[src/rtl/ntt_stage_scheduler.sv]
// ntt_stage_scheduler: issues 7x64 NTT butterflies in golden-model order
// under an in-flight window with per-stage barriers, then streams reads.
module ntt_stage_scheduler #(
  parameter int MAX_OUT = 4,
  parameter int CNT_W   = 4
) (
  input  logic       clk,
  input  logic       rst_n,
  input  logic       start,
  output logic       bf_valid,
  input  logic       bf_ready,
  output logic [6:0] bf_addr_u,
  output logic [6:0] bf_addr_v,
  output logic [6:0] bf_tw_idx,
  input  logic       bf_wb,
  output logic       rd_valid,
  input  logic       rd_ready,
  output logic [6:0] rd_addr,
  output logic       busy,
  output logic       done,
  output logic       err
);

  typedef enum logic [1:0] {
    IDLE, ISSUE, BARRIER, OUTPUT
  } state_t;

  localparam logic [CNT_W-1:0] MAX_C = CNT_W'(MAX_OUT);

  state_t           state_q, state_d;
  logic [2:0]       stage_q, stage_d;
  logic [5:0]       k_q, k_d;
  logic [CNT_W-1:0] out_q, out_d;
  logic [6:0]       rd_q, rd_d;
  logic             bfv_q, bfv_d;
  logic             rdv_q, rdv_d;
  logic             busy_q, busy_d;
  logic             done_q, done_d;
  logic             err_q, err_d;
  logic [6:0]       u_q, u_d;
  logic [6:0]       v_q, v_d;
  logic [6:0]       tw_q, tw_d;
  logic [6:0]       ht, ii, off, jj, tw;
  logic             bf_hs, rd_hs;

  assign bf_hs = bfv_q & bf_ready;
  assign rd_hs = rdv_q & rd_ready;

  always_comb begin
    state_d = state_q;
    stage_d = stage_q;
    k_d     = k_q;
    out_d   = out_q;
    rd_d    = rd_q;
    busy_d  = busy_q;
    done_d  = 1'b0;
    err_d   = err_q;

    // a writeback with nothing in flight is spurious
    unique case ({bf_hs, bf_wb})
      2'b10: out_d = out_q + CNT_W'(1);
      2'b01: begin
        if (out_q == '0) err_d = 1'b1;
        else out_d = out_q - CNT_W'(1);
      end
      default: ;
    endcase

    unique case (state_q)
      IDLE: begin
        if (start) begin
          state_d = ISSUE;
          busy_d  = 1'b1;
          stage_d = '0;
          k_d     = '0;
          err_d   = 1'b0;
        end
      end
      ISSUE: begin
        if (bf_hs) begin
          k_d = k_q + 6'd1;
          if (k_q == 6'd63) state_d = BARRIER;
        end
      end
      BARRIER: begin
        if (out_d == '0) begin
          if (stage_q == 3'd6) begin
            state_d = OUTPUT;
            rd_d    = '0;
          end else begin
            state_d = ISSUE;
            stage_d = stage_q + 3'd1;
            k_d     = '0;
          end
        end
      end
      OUTPUT: begin
        if (rd_hs) begin
          rd_d = rd_q + 7'd1;
          if (rd_q == 7'd127) begin
            state_d = IDLE;
            busy_d  = 1'b0;
            done_d  = 1'b1;
          end
        end
      end
      default: state_d = IDLE;
    endcase

    bfv_d = (state_d == ISSUE) && (out_d < MAX_C);
    rdv_d = (state_d == OUTPUT);
  end

  // butterfly fields for the next command, derived from (stage, k)
  always_comb begin
    ht   = 7'd64 >> stage_d;
    ii   = {1'b0, k_d} >> (3'd6 - stage_d);
    off  = {1'b0, k_d} & (ht - 7'd1);
    jj   = (ii << (3'd7 - stage_d)) + off;
    tw   = (7'd1 << stage_d) + ii;
    u_d  = bfv_d ? jj : '0;
    v_d  = bfv_d ? (jj + ht) : '0;
    tw_d = bfv_d ? tw : '0;
  end

  always_ff @(posedge clk or negedge rst_n) begin
    if (!rst_n) begin
      state_q <= IDLE;
      stage_q <= '0;
      k_q     <= '0;
      out_q   <= '0;
      rd_q    <= '0;
      bfv_q   <= 1'b0;
      rdv_q   <= 1'b0;
      busy_q  <= 1'b0;
      done_q  <= 1'b0;
      err_q   <= 1'b0;
      u_q     <= '0;
      v_q     <= '0;
      tw_q    <= '0;
    end else begin
      state_q <= state_d;
      stage_q <= stage_d;
      k_q     <= k_d;
      out_q   <= out_d;
      rd_q    <= rd_d;
      bfv_q   <= bfv_d;
      rdv_q   <= rdv_d;
      busy_q  <= busy_d;
      done_q  <= done_d;
      err_q   <= err_d;
      u_q     <= u_d;
      v_q     <= v_d;
      tw_q    <= tw_d;
    end
  end

  assign bf_valid  = bfv_q;
  assign bf_addr_u = u_q;
  assign bf_addr_v = v_q;
  assign bf_tw_idx = tw_q;
  assign rd_valid  = rdv_q;
  assign rd_addr   = rd_q;
  assign busy      = busy_q;
  assign done      = done_q;
  assign err       = err_q;

endmodule
[config.mk]
export PLATFORM = sky130hd
export DESIGN_NAME = ntt_stage_scheduler
export DESIGN_NICKNAME = d
export VERILOG_FILES = /design/src/rtl/ntt_stage_scheduler.sv
export SDC_FILE = /design/constraint.sdc
export NUM_CORES = 1
export LEC_CHECK = 0
export CORE_MARGIN = 2
export CORE_UTILIZATION = 55
export DETAILED_ROUTE_END_ITERATION = 8
export PLACE_DENSITY = 0.85
export SYNTH_ARGS = -nofsm -noshare
export SYNTH_HDL_FRONTEND = slang
export SYNTH_SLANG_ARGS = --single-unit
[constraint.sdc]
create_clock -name clk -period 8.7 [get_ports clk]
set_clock_uncertainty 0.05 [all_clocks]
set_input_delay 1.74 -clock clk [delete_from_list [all_inputs] [get_ports clk]]
set_output_delay 1.74 -clock clk [all_outputs]
set_load 0.02 [all_outputs]
==> impl_results.md <==
- Routed via count divided by cell count: 6.125
- Delay-heaviest family, CP: simple AND/OR/NAND/NOR gates
- Drc violations: 0
- Post-synth EDFFs: 0
- Post-route antenna net violation count: 0
- Average detailed-routed wire length per instance: 16.38 um
- Post-Place Cell Area: 4240 um^2
- Critical path required time: 8.86 ns
- Flip-flop cell with the highest count after synthesis: dfrtp_1
- R2r setup slk: 2.09 ns
- Most numerous cell on the critical path: a21oi_1
- I/O pin count: 39
- Synthesized-area fraction occupied by and/or/nand/nor cells: 0.2332
- Type of origin of the critical path: primary input
- Synth warnings: 0
- TritonCTS clock tree: yes
- Number of nets in the finished design: 522
- Post-synthesis net count: 473
- Type of element capturing the critical path: register
- Count of max-cap constraint violations: 0
- Fraction of layout instances using a drive strength above 1: 0.09544
- H-tree levels: 2
- Residual overflow from global routing: 0
- Highest attainable clock frequency: 123.9 MHz
- Clock transition time at the flip-flop clock pins of the worst setup and hold paths: 0.10 ns
- Distinct cell type count of the synthesized netlist: 69
- Final number of hold-violating endpoints: 0
- Post-synthesis adder-cell area fraction: 0.1240
- Levels on crit path: 29
- Largest net degree at the start of global routing: 49
- Global-route wire length before repair: 15620 um
- Post-Synthesis Cells: 432
- Launch instance of the worst min-delay path: rd_addr[5]
- Cts bufs inserted: 5
- Via count of the first global-routing pass: 3247
- Leading area contributor after synthesis: dfrtp_1
- Buffers from clock root to sink, at most: 2
- Core Box Area: 6422 um^2
- Pre-CTS worst setup slack: 0.1567 ns
- Worst Hold Class: reg -> reg
- Number of buffers and inverters on the critical path: 3
- Critical path peak fanout: 9
- Total negative setup slack: 0 ns
- Cell at the root of the clock tree: clkbuf_8
- Most common library cell in the layout ignoring fill and taps: dfrtp_1
- Reg2Reg Depth: 28
- Final standard cell area without fillers: 4393 um^2
- Sequential share of the synthesized area: 0.3235
- Share of synthesized registers carrying an async set or reset: 1.000
- Synthesized-area fraction occupied by ao, oa, aoi and oai cells: 0.2042
- Min Clock Period, post-route: 8.070 ns
- Via count: 3424
- Clock latency on the worst-skew pair: 0.30 ns
- Area added between synthesis and finish: 18.30%
- Iteration-0 DRC count of the detailed router: 277
- Number of setup violations in the final report: 0
- Multiplexer share of the synthesized area: 0.02123
- PD cells: 293.6 nW/um^2
- Final HPWL from detailed placement: 6747 um
- Post-Route WL: 9154 um
- Number of iterations in the first detailed-routing pass: 5
- Routability cong.: 0.9563
- Register bit total from synthesis: 48
- Worst Setup SP: bf_ready
- Global Route Usage Sum: 0.2590
- Largest family of logic cells by synthesized area: simple AND/OR/NAND/NOR gates
- Antenna Diode Count: 0
- Row count: 29
- Master of the slowest instance on the critical path: clkdlybuf4s50_1
- Commonest non-fill, non-tap cells in the layout: 48 x dfrtp_1, 43 x nor2_1, 37 x clkdlybuf4s50_1
- Status: finished, final reports clean
- Arrival time of the worst setup path: 8.23 ns
- Count of buffers from port buffering: 38
- XOR/XNOR Fraction of Synth Area: 0.04717
- Worst vdd ir: 137.6 uV
- Effective utilization at floorplan: 0.5782
- Area of the mapped netlist: 3714 um^2
- Crit-path max cell delay: 0.44 ns
- # hold bufs at CTS: 0
- Cell types occupying the most area after synthesis: dfrtp_1 32%, ha_1 11%, nor2_1 4.3%
- Leakage component of the power: 2.081 nW
- Critical path class: in -> reg
- Critical R2R Launch: bf_valid
- Number of antenna violations at the first check in global routing: 0
- Slew Viols, Final: 0
- Post-synth top area share: 0.3235
- Hold Path Stages: 1
- Syn_area_per_cell: 8.596 um^2
- Tightest hold margin: 0.4633 ns
- Final worst path period share: 0.9276
- DIE WIDTH: 86.17 um
- Worst-margin pin slew: 1.046 ns
- Slew HR: 0.3029
- Overall die area: 7425 um^2
- Worst-case setup margin in the final layout: 0.6299 ns
- Clk sink count: 48
- Unrepaired setup endpoints after global routing: no
- Vert. Die Dim: 86.17 um
[cell families (layout without fill, tap and decap cells)]
kind of cell | after synthesis | in the layout
AO/OA/AOI/OAI | 114 | 114
XOR/XNOR | 20 | 20
adder cells (fa/ha/maj) | 35 | 35
buffers and inverters | 43 | 93
flip-flops | 48 | 48
multiplexers | 6 | 6
AND/OR/NAND/NOR | 166 | 166
[sequential cells by signal, summed over array words and instances (netlist names)]
| register | flops |
|---|---|
| done | 1 |
| rd_valid | 1 |
| busy | 1 |
| k_q | 6 |
| stage_q | 3 |
| out_q | 4 |
| err | 1 |
| bf_addr_u | 7 |
| bf_addr_v | 7 |
| state_q | 2 |
| bf_valid | 1 |
| bf_tw_idx | 7 |
| rd_addr | 7 |
[through the flow]
step                      std cells  total power [mW]    util
final                           559             1.290  0.6840
after global routing            559             1.395  0.6840
after CTS                       556             1.256  0.6782
after detailed placement        548             1.082  0.6602
after global placement          548             1.059  0.6602
after floorplan                 432            0.8425       -
[final cells by class]
| class | instances | area (um^2) |
|---|---|---|
| tap | 77 | 96.34 |
| clock inverter | 3 | 46.29 |
| inverter | 27 | 101.3 |
| sequential | 48 | 1201 |
| clock buffer | 5 | 68.82 |
| timing repair buffer | 58 | 525.5 |
| fill | 504 | 2029 |
| multi-input combinational | 341 | 2354 |
[final timing paths]
check	endpoint
worst max-delay path	bf_addr_v[6]
worst min-delay path	rd_addr[5]
worst max register to register	bf_addr_v[6]
worst min register to register	rd_addr[5]
max in group asynchronous	bf_addr_v[6]
min in group asynchronous	rd_valid
[synthesized netlist by cell type (3+ instances only)]
master / n
a21o_1: 8
a21oi_1: 30
a22oi_1: 5
a31oi_1: 4
and2_1: 16
and3_1: 8
and4_1: 3
clkbuf_1: 12
dfrtp_1: 48
fa_1: 3
ha_1: 32
inv_1: 24
mux2i_1: 3
nand2_1: 28
nand2b_1: 7
nand3_1: 14
nand4_1: 5
nor2_1: 43
nor2b_1: 10
nor3_1: 12
o21ai_0: 27
o21bai_1: 4
o22ai_1: 3
o31ai_1: 5
or3_1: 3
xnor2_1: 15
xor2_1: 5
[what timing repair did]
action,in CTS,in global routing
setup buffers,0,3
endpoints found under the setup margin,0,1
resized for setup,0,4
[metal layers]
| metal | vias up | global-route usage | wire length, um |
|---|---|---|---|
| met5 | - | 0 | 0 |
| met3 | 18 | 0.03619 | 453 |
| met4 | 0 | 0.07670 | 176 |
| met2 | 114 | 0.4172 | 4391 |
| met1 | 1648 | 0.3651 | 4133 |
| li1 | 1644 | - | - |
[power by group]
part	internal, mW	switching (mW)
clock	0.0867	0.0818
combinational	0.338	0.453
sequential	0.279	0.0515
(Power assumes the default switching activity.)
